$ cat src/rtl/iob_sync_asym_fifo_pkg.sv
// Shared helpers for the asymmetric FIFO: width arithmetic, default unit counts,
// flag type and reset constants.
package iob_asym_fifo_pkg;

    function automatic int unsigned min_w_f(input int unsigned a, input int unsigned b);
        return (a < b) ? a : b;
    endfunction

    function automatic int unsigned max_w_f(input int unsigned a, input int unsigned b);
        return (a > b) ? a : b;
    endfunction

    function automatic int unsigned ratio_f(input int unsigned a, input int unsigned b);
        return max_w_f(a, b) / min_w_f(a, b);
    endfunction

    function automatic int unsigned log2_ratio_f(input int unsigned a, input int unsigned b);
        return $clog2(ratio_f(a, b));
    endfunction

    localparam int unsigned DEF_W_DATA_W = 32;
    localparam int unsigned DEF_R_DATA_W = 8;
    localparam int unsigned W_UNITS = DEF_W_DATA_W / min_w_f(DEF_W_DATA_W, DEF_R_DATA_W);
    localparam int unsigned R_UNITS = DEF_R_DATA_W / min_w_f(DEF_W_DATA_W, DEF_R_DATA_W);

    typedef struct packed {
        logic full;
        logic empty;
    } fifo_flags_t;

    localparam fifo_flags_t FLAGS_RST = '{full: 1'b0, empty: 1'b1};
    localparam logic        ERR_RST   = 1'b0;

endpackage

$ cat src/rtl/iob_sync_asym_ram.sv
// Single-clock asymmetric RAM: MAX_W-wide rows, narrow side selects a MIN_W lane.
// Addresses are in each port's own word units; read data is registered with enable.
module iob_sync_asym_ram
    import iob_asym_fifo_pkg::*;
#(
    parameter int unsigned W_DATA_W = 32,
    parameter int unsigned R_DATA_W = 8,
    parameter int unsigned ADDR_W   = 4
) (
    input  logic                                                         clk_i,
    input  logic                                                         rst_ni,
    input  logic                                                         w_en_i,
    input  logic [ADDR_W-$clog2(W_DATA_W/min_w_f(W_DATA_W,R_DATA_W))-1:0] w_addr_i,
    input  logic [W_DATA_W-1:0]                                          w_data_i,
    input  logic                                                         r_en_i,
    input  logic [ADDR_W-$clog2(R_DATA_W/min_w_f(W_DATA_W,R_DATA_W))-1:0] r_addr_i,
    output logic [R_DATA_W-1:0]                                          r_data_o
);

    localparam int unsigned MIN_W = min_w_f(W_DATA_W, R_DATA_W);
    localparam int unsigned MAX_W = max_w_f(W_DATA_W, R_DATA_W);
    localparam int unsigned RATIO = ratio_f(W_DATA_W, R_DATA_W);
    localparam int unsigned LOG2R = log2_ratio_f(W_DATA_W, R_DATA_W);
    localparam int unsigned ROW_W = ADDR_W - LOG2R;
    localparam int unsigned ROWS  = 2 ** ROW_W;

    logic [MAX_W-1:0]    mem [ROWS];
    logic [R_DATA_W-1:0] rd_word;
    logic [R_DATA_W-1:0] r_data_q;

    generate
        if (W_DATA_W == MAX_W) begin : g_wr_wide
            always_ff @(posedge clk_i) begin
                if (w_en_i) mem[w_addr_i] <= w_data_i;
            end
        end else begin : g_wr_lane
            logic [ROW_W-1:0] w_row;
            logic [LOG2R-1:0] w_lane;
            assign w_row  = w_addr_i[ADDR_W-1:LOG2R];
            assign w_lane = w_addr_i[LOG2R-1:0];
            always_ff @(posedge clk_i) begin
                if (w_en_i) begin
                    for (int unsigned i = 0; i < RATIO; i++) begin
                        if (w_lane == LOG2R'(i)) mem[w_row][i*MIN_W +: MIN_W] <= w_data_i;
                    end
                end
            end
        end

        if (R_DATA_W == MAX_W) begin : g_rd_wide
            always_comb rd_word = mem[r_addr_i];
        end else begin : g_rd_lane
            logic [ROW_W-1:0] r_row;
            logic [LOG2R-1:0] r_lane;
            logic [MAX_W-1:0] r_row_word;
            assign r_row      = r_addr_i[ADDR_W-1:LOG2R];
            assign r_lane     = r_addr_i[LOG2R-1:0];
            assign r_row_word = mem[r_row];
            always_comb begin
                rd_word = '0;
                for (int unsigned i = 0; i < RATIO; i++) begin
                    if (r_lane == LOG2R'(i)) rd_word = r_row_word[i*MIN_W +: MIN_W];
                end
            end
        end
    endgenerate

    always_ff @(posedge clk_i) begin
        if (!rst_ni)     r_data_q <= '0;
        else if (r_en_i) r_data_q <= rd_word;
    end

    assign r_data_o = r_data_q;

endmodule

$ cat src/rtl/iob_sync_asym_fifo.sv
// Single-clock FIFO with independent write/read widths over an asymmetric RAM.
// Sticky w_err/r_err flags are built only when IOB_ASYM_FIFO_ERR_EN is defined.
module iob_sync_asym_fifo
    import iob_asym_fifo_pkg::*;
#(
    parameter int unsigned W_DATA_W = 32,
    parameter int unsigned R_DATA_W = 8,
    parameter int unsigned ADDR_W   = 4
) (
    input  logic                clk,
    input  logic                rst_n,
    input  logic                w_en,
    input  logic [W_DATA_W-1:0] w_data,
    output logic                w_full,
    input  logic                r_en,
    output logic [R_DATA_W-1:0] r_data,
    output logic                r_empty,
    output logic [ADDR_W:0]     level,
    output logic                w_err,
    output logic                r_err
);

    localparam int unsigned MIN_W     = min_w_f(W_DATA_W, R_DATA_W);
    localparam int unsigned N_W_UNITS = W_DATA_W / MIN_W;
    localparam int unsigned N_R_UNITS = R_DATA_W / MIN_W;
    localparam int unsigned CAP       = 2 ** ADDR_W;
    localparam int unsigned WA_W      = ADDR_W - $clog2(N_W_UNITS);
    localparam int unsigned RA_W      = ADDR_W - $clog2(N_R_UNITS);

    localparam logic [ADDR_W:0] LVL_W_INC = (ADDR_W+1)'(N_W_UNITS);
    localparam logic [ADDR_W:0] LVL_R_DEC = (ADDR_W+1)'(N_R_UNITS);
    localparam logic [ADDR_W:0] FULL_THR  = (ADDR_W+1)'(CAP - N_W_UNITS);
    localparam logic [ADDR_W:0] EMPTY_THR = (ADDR_W+1)'(N_R_UNITS);

    // Pointers hold only the bits above the always-zero alignment bits, so each
    // advances by one of its own words, i.e. by W_UNITS/R_UNITS min-words.
    logic [WA_W-1:0]   wptr_q, wptr_d;
    logic [RA_W-1:0]   rptr_q, rptr_d;
    logic [ADDR_W:0]   level_q, level_d;
    fifo_flags_t       flags_q, flags_d;
    logic              w_acc, r_acc;

    always_comb begin
        w_acc   = w_en && !flags_q.full;
        r_acc   = r_en && !flags_q.empty;
        wptr_d  = w_acc ? wptr_q + WA_W'(1) : wptr_q;
        rptr_d  = r_acc ? rptr_q + RA_W'(1) : rptr_q;
        level_d = level_q;
        if (w_acc) level_d = level_d + LVL_W_INC;
        if (r_acc) level_d = level_d - LVL_R_DEC;
        flags_d       = flags_q;
        flags_d.full  = level_d > FULL_THR;
        flags_d.empty = level_d < EMPTY_THR;
    end

    always_ff @(posedge clk) begin
        if (!rst_n) begin
            wptr_q  <= '0;
            rptr_q  <= '0;
            level_q <= '0;
            flags_q <= FLAGS_RST;
        end else begin
            wptr_q  <= wptr_d;
            rptr_q  <= rptr_d;
            level_q <= level_d;
            flags_q <= flags_d;
        end
    end

`ifdef IOB_ASYM_FIFO_ERR_EN
    logic w_err_q, w_err_d;
    logic r_err_q, r_err_d;

    always_comb begin
        w_err_d = w_err_q | (w_en & flags_q.full);
        r_err_d = r_err_q | (r_en & flags_q.empty);
    end

    always_ff @(posedge clk) begin
        if (!rst_n) begin
            w_err_q <= ERR_RST;
            r_err_q <= ERR_RST;
        end else begin
            w_err_q <= w_err_d;
            r_err_q <= r_err_d;
        end
    end

    assign w_err = w_err_q;
    assign r_err = r_err_q;
`else
    assign w_err = 1'b0;
    assign r_err = 1'b0;
`endif

    iob_sync_asym_ram #(
        .W_DATA_W (W_DATA_W),
        .R_DATA_W (R_DATA_W),
        .ADDR_W   (ADDR_W)
    ) u_ram (
        .clk_i    (clk),
        .rst_ni   (rst_n),
        .w_en_i   (w_acc),
        .w_addr_i (wptr_q),
        .w_data_i (w_data),
        .r_en_i   (r_acc),
        .r_addr_i (rptr_q),
        .r_data_o (r_data)
    );

    assign w_full  = flags_q.full;
    assign r_empty = flags_q.empty;
    assign level   = level_q;

endmodule

$ cat config.mk
export PLATFORM = sky130hd
export DESIGN_NAME = iob_sync_asym_fifo
export DESIGN_NICKNAME = d
export VERILOG_FILES = /design/src/rtl/iob_sync_asym_fifo_pkg.sv /design/src/rtl/iob_sync_asym_ram.sv /design/src/rtl/iob_sync_asym_fifo.sv
export SDC_FILE = /design/constraint.sdc
export NUM_CORES = 1
export LEC_CHECK = 0
export BUFFER_PORTS_ARGS = -buffer_cell sky130_fd_sc_hd__buf_2
export CORE_MARGIN = 4
export CORE_UTILIZATION = 58
export DETAILED_ROUTE_END_ITERATION = 8
export PLACE_DENSITY = 0.77
export SYNTH_ARGS = -nofsm -noshare
export SYNTH_HDL_FRONTEND = slang
export SYNTH_SLANG_ARGS = --single-unit
export TNS_END_PERCENT = 50
$ cat constraint.sdc
create_clock -name clk -period 2.3 [get_ports clk]
set_input_delay 0.345 -clock clk [delete_from_list [all_inputs] [get_ports clk]]
set_output_delay 0.345 -clock clk [all_outputs]
set_load 0.01 [all_outputs]
After elaboration in Yosys (flattened, before gate mapping)
Memory sizes are Yosys's and may differ from the RTL's. A register that Yosys moved wholly into a read port is not among the register bits. Cells that the tools add are included.

Word-level logic and storage cells: 31. Output and inout port bits: 17. Memories kept: 1. RAM bits: 128. Flip-flop bits (word level): 21.

$add $sub $neg: 4. Reductions and logical operators: 5. Multiplexer cells: 10. Eq/ne operators: 3. $lt $le $gt $ge: 2.

Memory list: u_ram.mem (depth 4, width 32, rd ports 1, clocked after Yosys merged registers in 1, write ports 1, line iob_sync_asym_ram.sv:27) `logic [MAX_W-1:0] mem [ROWS];`.

Operators with widths (count): two-way mux 8 bit (4); two-way mux 5 bit (2); adder 5 x 3 -> 5 bit (second input constant) (1); > comparator 5 x 4 -> 1 bit (second input constant) (1); < comparator 5 x 1 -> 1 bit (second input constant) (1); subtractor 5 x 1 -> 5 bit (second input constant) (1); adder 4 x 1 -> 4 bit (second input constant) (1); == test 2 bit (second input constant) (2); two-way mux 2 bit (2); adder 2 x 1 -> 2 bit (second input constant) (1); == test 2 x 1 -> 1 bit (second input constant) (1); logical AND 1 bit (2); zero test 1 bit (2); zero test 2 bit (1); two-way mux 1 bit (2).

Longest topological paths before layout
Gate-level depths: netlist of run 1.

Depth after elaboration: 6. Gate-level depth with buffers: 8.

Cells and area by module
A second synthesis of run 1 with hierarchy kept.

Cell total of the unflattened synthesis: 304. Area total of the unflattened synthesis: 5933.2 µm².

By module, submodules not included: iob_sync_asym_ram (area each 5228.8 µm², cells an instance 229, instances 1); iob_sync_asym_fifo (area each 704.4 µm², cells an instance 75, instances 1).

Worst setup path before layout of run 1
Ideal clock, no wire load.

Path type: input-to-reg. From: input port w_en. To: memory u_ram.mem[0][0] (netlist name), enable pin. Buffers on the path: 1. Setup slack: 0.350 ns. Arrival: 1.558 ns. Required time: 1.908 ns. Stages on the path: 3. Cells stage by stage: nor2b_1 > buf_2 > and2_1.

Cells in the longest elaborated chain, start to end: 3.

Ends and longest elaborated chain: from (decl) (line iob_sync_asym_fifo.sv:12) `input logic w_en,`; logical AND 1 bit (line iob_sync_asym_fifo.sv:44) `w_acc = w_en && !flags_q.full;`; two-way mux 1 bit (line iob_sync_asym_ram.sv:34) `if (w_en_i) mem[w_addr_i] <= w_data_i;`; two-way mux 1 bit (not written as such) (line iob_sync_asym_ram.sv:34); to (decl) (line iob_sync_asym_ram.sv:27).

Every way passes these cells.

==> metrics, run 1 <==
fin crit share=84.7%; Worst slew margin=61.3%; Net Sw Power=2.08 mW; Detail Route Antenna Nets=0; Root Driver=clkbuf_8; Area contributors post-synth=edfxtp_1, dfxtp_1, mux4_2; WP data required=2.70 ns; WP data arrival=2.35 ns; first-pass GRT wire length=18,100 µm; syn avg cell area=17.4 µm²; maxcap violations=0; #FFs+latches synth=151; ant diodes=0; min-delay worst type=input port to register; cell row count=36; power per cell area=1100 nW/µm²; final std cells w/o fill=554; Vias=3,180; pin count of the biggest net entering global routing=34; clock group share of total power=37.4%; Clock Sinks=151; GP Congestion=0.811; internal power=5.66 mW; Synth area leader=edfxtp_1; Synth Cell Area=5970 µm²; WL/cell=21.0 µm; Crit Path Max Fanout=33; CTS Buf Count=17; Initial Util=60.2%; RSZ-0062 raised after global routing=false; Worst IR Drop VDD=0.907 mV; clk buf depth=2; H-tree depth=4; die height=109 µm; vias per cell=5.74; DRC Markers=0; worst hold margin=0.0311 ns; Slew Limit Fails=0; CTS Hold Bufs=0; CP Launch Type=register; R2R depth=6; setup bufs post-CTS=0; cts repair resizes=0; Worst-Margin Slew=0.579 ns; I/O pins=53; shortest period the worst path allows=1.95 ns; proportion of power drawn by combinational gates=16.2%; TNS Setup=0 ns; Setup CP Type=register to register; status=completed; crit path capture type=register; leading cell type in the layout, fill and taps excluded=edfxtp_1; post-synth top area share=64.4%; most frequent cells in the layout=edfxtp_1, buf_2, dfxtp_1; vias in the first global route=3,275; sequential element share of the synthesized area=72.1%; synth unique cells=36; hold depth=1; Reg clk slew, reported paths=0.07 ns; Final Hold Vio Count=0; TritonCTS clock tree=done; clk_lat worst skew=0.53 ns; DIE AREA=12,000 µm²; drt pass-1 iters=5; share of layout cells above drive strength 1=29.9%; Warnings, synthesis=0; sequential share of power=46.4%; leakage power=2.49 nW; Core Region=9910 µm²; Setup-failing EPs final=0; Setup Skew=0.00883 ns; Gate Count Post-Synth=343; Area growth, synth to finish=18.3%; Total Wirelength=11,600 µm; DR iter-0 viols=235; die width=109 µm; All-Layer GR Usage=21.3%; nets=454; dpl hpwl=7220 µm; port buffer count=50; fmax=514 MHz; GR Overflow Total=0; initial antenna violation count=0; Sw Ratio=26.9%; placed cell count=521
==> cells in the mapped netlist (all sizes together) <==
| library cell | n |
|---|---|
| a211o | 8 |
| buf | 14 |
| xnor2 | 5 |
| inv | 6 |
| a31o | 1 |
| a21oi | 9 |
| nand2 | 18 |
| nand3b | 1 |
| a31oi | 1 |
| o21ai | 4 |
| nor3 | 2 |
| nand2b | 3 |
| o31ai | 8 |
| clkbuf | 3 |
| ha | 10 |
| o22ai | 16 |
| nor2 | 2 |
| mux2i | 18 |
| and3b | 1 |
| conb | 1 |
| nand3 | 2 |
| mux4 | 16 |
| nor4 | 1 |
| a21boi | 2 |
| mux2 | 17 |
| edfxtp | 128 |
| nand4 | 2 |
| and2 | 11 |
| dfxtp | 23 |
| xor2 | 3 |
| nor2b | 5 |
| nor3b | 2 |
==> worst paths after layout <==
check                                                    start                        endpoint  slack [ns]
worst max register to register                        register  u_ram.r_data_o[1]$_SDFFE_PN0P_        0.35
worst min register to register  u_ram.r_data_o[0]$_SDFFE_PN0P_  u_ram.r_data_o[0]$_SDFFE_PN0P_        0.47
worst max-delay path                                  register  u_ram.r_data_o[1]$_SDFFE_PN0P_        0.35
worst min-delay path                                 w_data[3]       u_ram.mem[0][3]$_DFFE_PP_        0.03
==> routing by layer <==
layer  track usage, %  part of all wire (%)  up-vias
met4             6.50                   1.1        0
met3             6.52                   6.7       13
met5                0                     0        -
met2             34.7                    51      135
met1             27.9                    41     1553
li1                 -                     -     1479
==> stage by stage <==
step           utilization, %  area [µm²]  power [mW]  setup slack (ns)
2_1_floorplan               -        5970        4.39             0.350
3_3_place_gp             64.8        6420        4.85             0.417
3_5_place_dp             64.8        6420        4.90             0.349
4_1_cts                  71.1        7050        7.78             0.314
5_1_grt                  71.2        7060        8.05             0.161
6_report                 71.2        7060        7.74             0.353
==> kinds of logic (layout without fill, tap and decap cells) <==
family / Yosys count / after routing / share of synthesized area, %
compound gates: 49 / 49 / 5.45
xor+xnor: 8 / 8 / 1.17
fa+ha+maj: 10 / 10 / 2.10
buf+inv: 23 / 100 / 2.26
flops: 151 / 151 / 72.1
mux: 51 / 51 / 12.4
other cells: 1 / 2 / 0.0628
simple gates: 50 / 50 / 4.42
==> final cells by class <==
| type | count | area (µm²) |
|---|---|---|
| clock buffers | 17 | 414 |
| clock inverters | 15 | 211 |
| fillers | 657 | 2850 |
| repair buffers | 62 | 405 |
| inverters | 6 | 22.5 |
| multi-input cells | 170 | 1530 |
| flip-flops and latches | 151 | 4310 |
| well taps | 133 | 166 |
==> flip-flops by register name, indices dropped and copies added, names as in the netlist, named ones only <==
signal	cells
u_ram.mem	128
u_ram.r_data_o	8
level	5
w_full	1
r_empty	1
wptr_q	2
rptr_q	4
==> power groups by stage <==
stage | sequential (mW) | combinational (mW) | clock, mW
floorplan | 3.64 | 0.752 | 0
global placement | 3.62 | 1.22 | 0
detailed placement | 3.64 | 1.25 | 0
CTS | 3.59 | 1.26 | 2.92
global route | 3.63 | 1.38 | 3.04
finish | 3.59 | 1.26 | 2.89
==> worst max-delay path: stages, from the launching register on <==
cell	delay, ns
dfxtp_2	0.57
buf_12	0.29
mux2i_1	0.30
o22ai_1	0.12
a211o_1	0.32
a21oi_1	0.14
o31ai_1	0.08
Note: power is estimated with default switching activity, not from simulation.
==> run 2, diff against run 1 <==
clock period = 1.8 ns   (was 2.3 ns; I/O delays follow)
==> metrics, run 2 (synthesis gave the netlist of run 1 again) <==
Detail Route Antenna Nets=0 (unchanged); status=completed; DIE AREA=12,000 µm² (unchanged); vias per cell=5.60 (-2.4%); H-tree depth=4 (unchanged); initial antenna violation count=0 (unchanged); nets=493 (+8.6%); critical path depth=5 (-1); Crit Path Max Fanout=14 (-58%); Worst Hold Endpoint=level[0]$_SDFF_PN0_; R2R setup slack=0.07 ns (-0.28 ns); Largest register FFs=128 (unchanged); min-delay src=rst_n; Root Driver=clkbuf_8; die width=109 µm (unchanged); FILL cells=582 (-11%); first-pass GRT wire length=18,300 µm (+1.3%); maxcap violations=0 (unchanged); Slew Limit Fails=0 (unchanged); placed cell count=529 (+1.5%); R2R depth=5 (-1); CP Launch Type=register; Worst IR Drop VDD=0.728 mV (-20%); pin count of the biggest net entering global routing=33 (-2.9%); power per cell area=1300 nW/µm² (+19%); dpl hpwl=7380 µm (+2.1%); Clock Sinks=151 (unchanged); I/O pins=53 (unchanged); CTS Buf Count=17 (unchanged); clk buf depth=2 (unchanged); fmax=578 MHz (+13%); crit-path cells=buf_12, mux4_2, a211o_1, a21oi_1, o31ai_1; Setup CP Type=register to register; Reg clk slew, reported paths=0.07 ns (about the same); DR iter-0 viols=221 (-6.0%); largest reg by FF count=u_ram.mem; die height=109 µm (unchanged); Util after Layout=74.8% (+3.6 points); GP Congestion=0.795 (-2.0%); reg-to-reg endpoint=u_ram.r_data_o[0]$_SDFFE_PN0P_; min-delay worst type=input port to register; Area growth, synth to finish=24.3%; Initial Util=60.2% (unchanged); share of layout cells above drive strength 1=30.9% (+0.94 points); most frequent cells in the layout=edfxtp_1, buf_2, dlygate4sd3_1; Vias=3,322 (+4.5%); Worst path top cell family by delay=compound AO/OA/AOI/OAI gates; shortest period the worst path allows=1.73 ns (-0.218 ns); DRC Markers=0 (unchanged); WP data required=2.20 ns (-0.50 ns); WL/cell=20.2 µm (-3.7%); Setup-failing EPs final=0 (unchanged); port buffer count=50 (unchanged); hold depth=2 (+1); leakage power=2.66 nW (+6.6%); ant diodes=0 (unchanged); Final Hold Vio Count=0 (unchanged); vias in the first global route=3,347 (+2.2%); Critical Path Max Stage Delay=0.52 ns (-0.05 ns); clk_lat worst skew=0.53 ns (about the same); crit path capture type=register; Area after DPL=6500 µm² (+1.2%); WP buf/inv=1 (unchanged); fin crit share=96.1% (+11 points); RSZ-0062 raised after global routing=false; GR Overflow Total=0 (unchanged); cell row count=36 (unchanged); TritonCTS clock tree=done; leading cell type in the layout, fill and taps excluded=edfxtp_1; Worst path slowest cell=mux4_2; Setup Skew=0.0170 ns (+0.00817 ns); final std cells w/o fill=593 (+7.0%); drt pass-1 iters=5 (unchanged); WP data arrival=2.13 ns (-0.22 ns); Core Region=9910 µm² (unchanged); Power Total=9.64 mW (+25%); Design Area, Final=7420 µm² (+5.1%); All-Layer GR Usage=21.3% (unchanged); Total Wirelength=12,000 µm (+3.1%)
-- run 2: cell types whose count changed in the layout (fill, tap and decap cells not counted), sizes merged --
cell / previous run / this run
buf: 61 / 69
bufinv: 3 / 1
clkinv: 4 / 3
clkinvlp: 1 / 3
dlygate4sd3: 1 / 32
inv: 13 / 14
-- run 2: per-stage QoR --
stage	hold WS, ns	setup TNS [ns]	worst slack, ns
3_5_place_dp	0.447	-0.297	-0.103
4_1_cts	0.117	0	0.0648
3_3_place_gp	0.457	-0.00726	-0.00726
6_report	0.119	0	0.0710
2_1_floorplan	0.369	-8.39	-0.131
5_1_grt	0.129	0	0.00162
-- run 2: metal layers --
metal | track usage (%) | wire [µm]
met3 | 4.29 | 773
met2 | 35.4 | 6140
met1 | 28.7 | 4900
met4 | 6.77 | 155
met5 | 0 | 0
-- run 2: power by group --
part	internal [mW]	total [mW]	switching [mW]
Clock	1.89	3.35	1.46
Sequential	4.38	4.57	0.197
Combinational	0.765	1.72	0.955
-- run 2: cell type report --
type / count / area [µm²] / area share, %
Clock buffer: 17 / 414 / 5.58
Timing Repair Buffer: 101 / 792 / 10.7
Tap cell: 133 / 166 / 2.24
Sequential cell: 151 / 4310 / 58.1
Multi-Input combinational cell: 170 / 1560 / 21.0
Inverter: 6 / 22.5 / 0.304
Clock inverter: 15 / 158 / 2.13
-- run 2: what timing repair did --
action,CTS,global route
hold endpoints to repair,128,0
resized for setup,6,3
endpoints found under the setup margin,8,2
hold buffers,32,0
setup buffers,0,0
-- run 2: how the worst max path moves through the flow --
stage / start / to
4_1_cts: rptr_q[0]$_SDFFE_PN0P_ / u_ram.r_data_o[0]$_SDFFE_PN0P_
5_1_grt: register / u_ram.r_data_o[7]$_SDFFE_PN0P_
2_1_floorplan: w_full$_SDFF_PN0_ / u_ram.mem[2][0]$_DFFE_PP_
3_3_place_gp: rptr_q[0]$_SDFFE_PN0P_ / u_ram.r_data_o[0]$_SDFFE_PN0P_
3_5_place_dp: rptr_q[0]$_SDFFE_PN0P_ / u_ram.r_data_o[0]$_SDFFE_PN0P_
6_report: register / u_ram.r_data_o[0]$_SDFFE_PN0P_
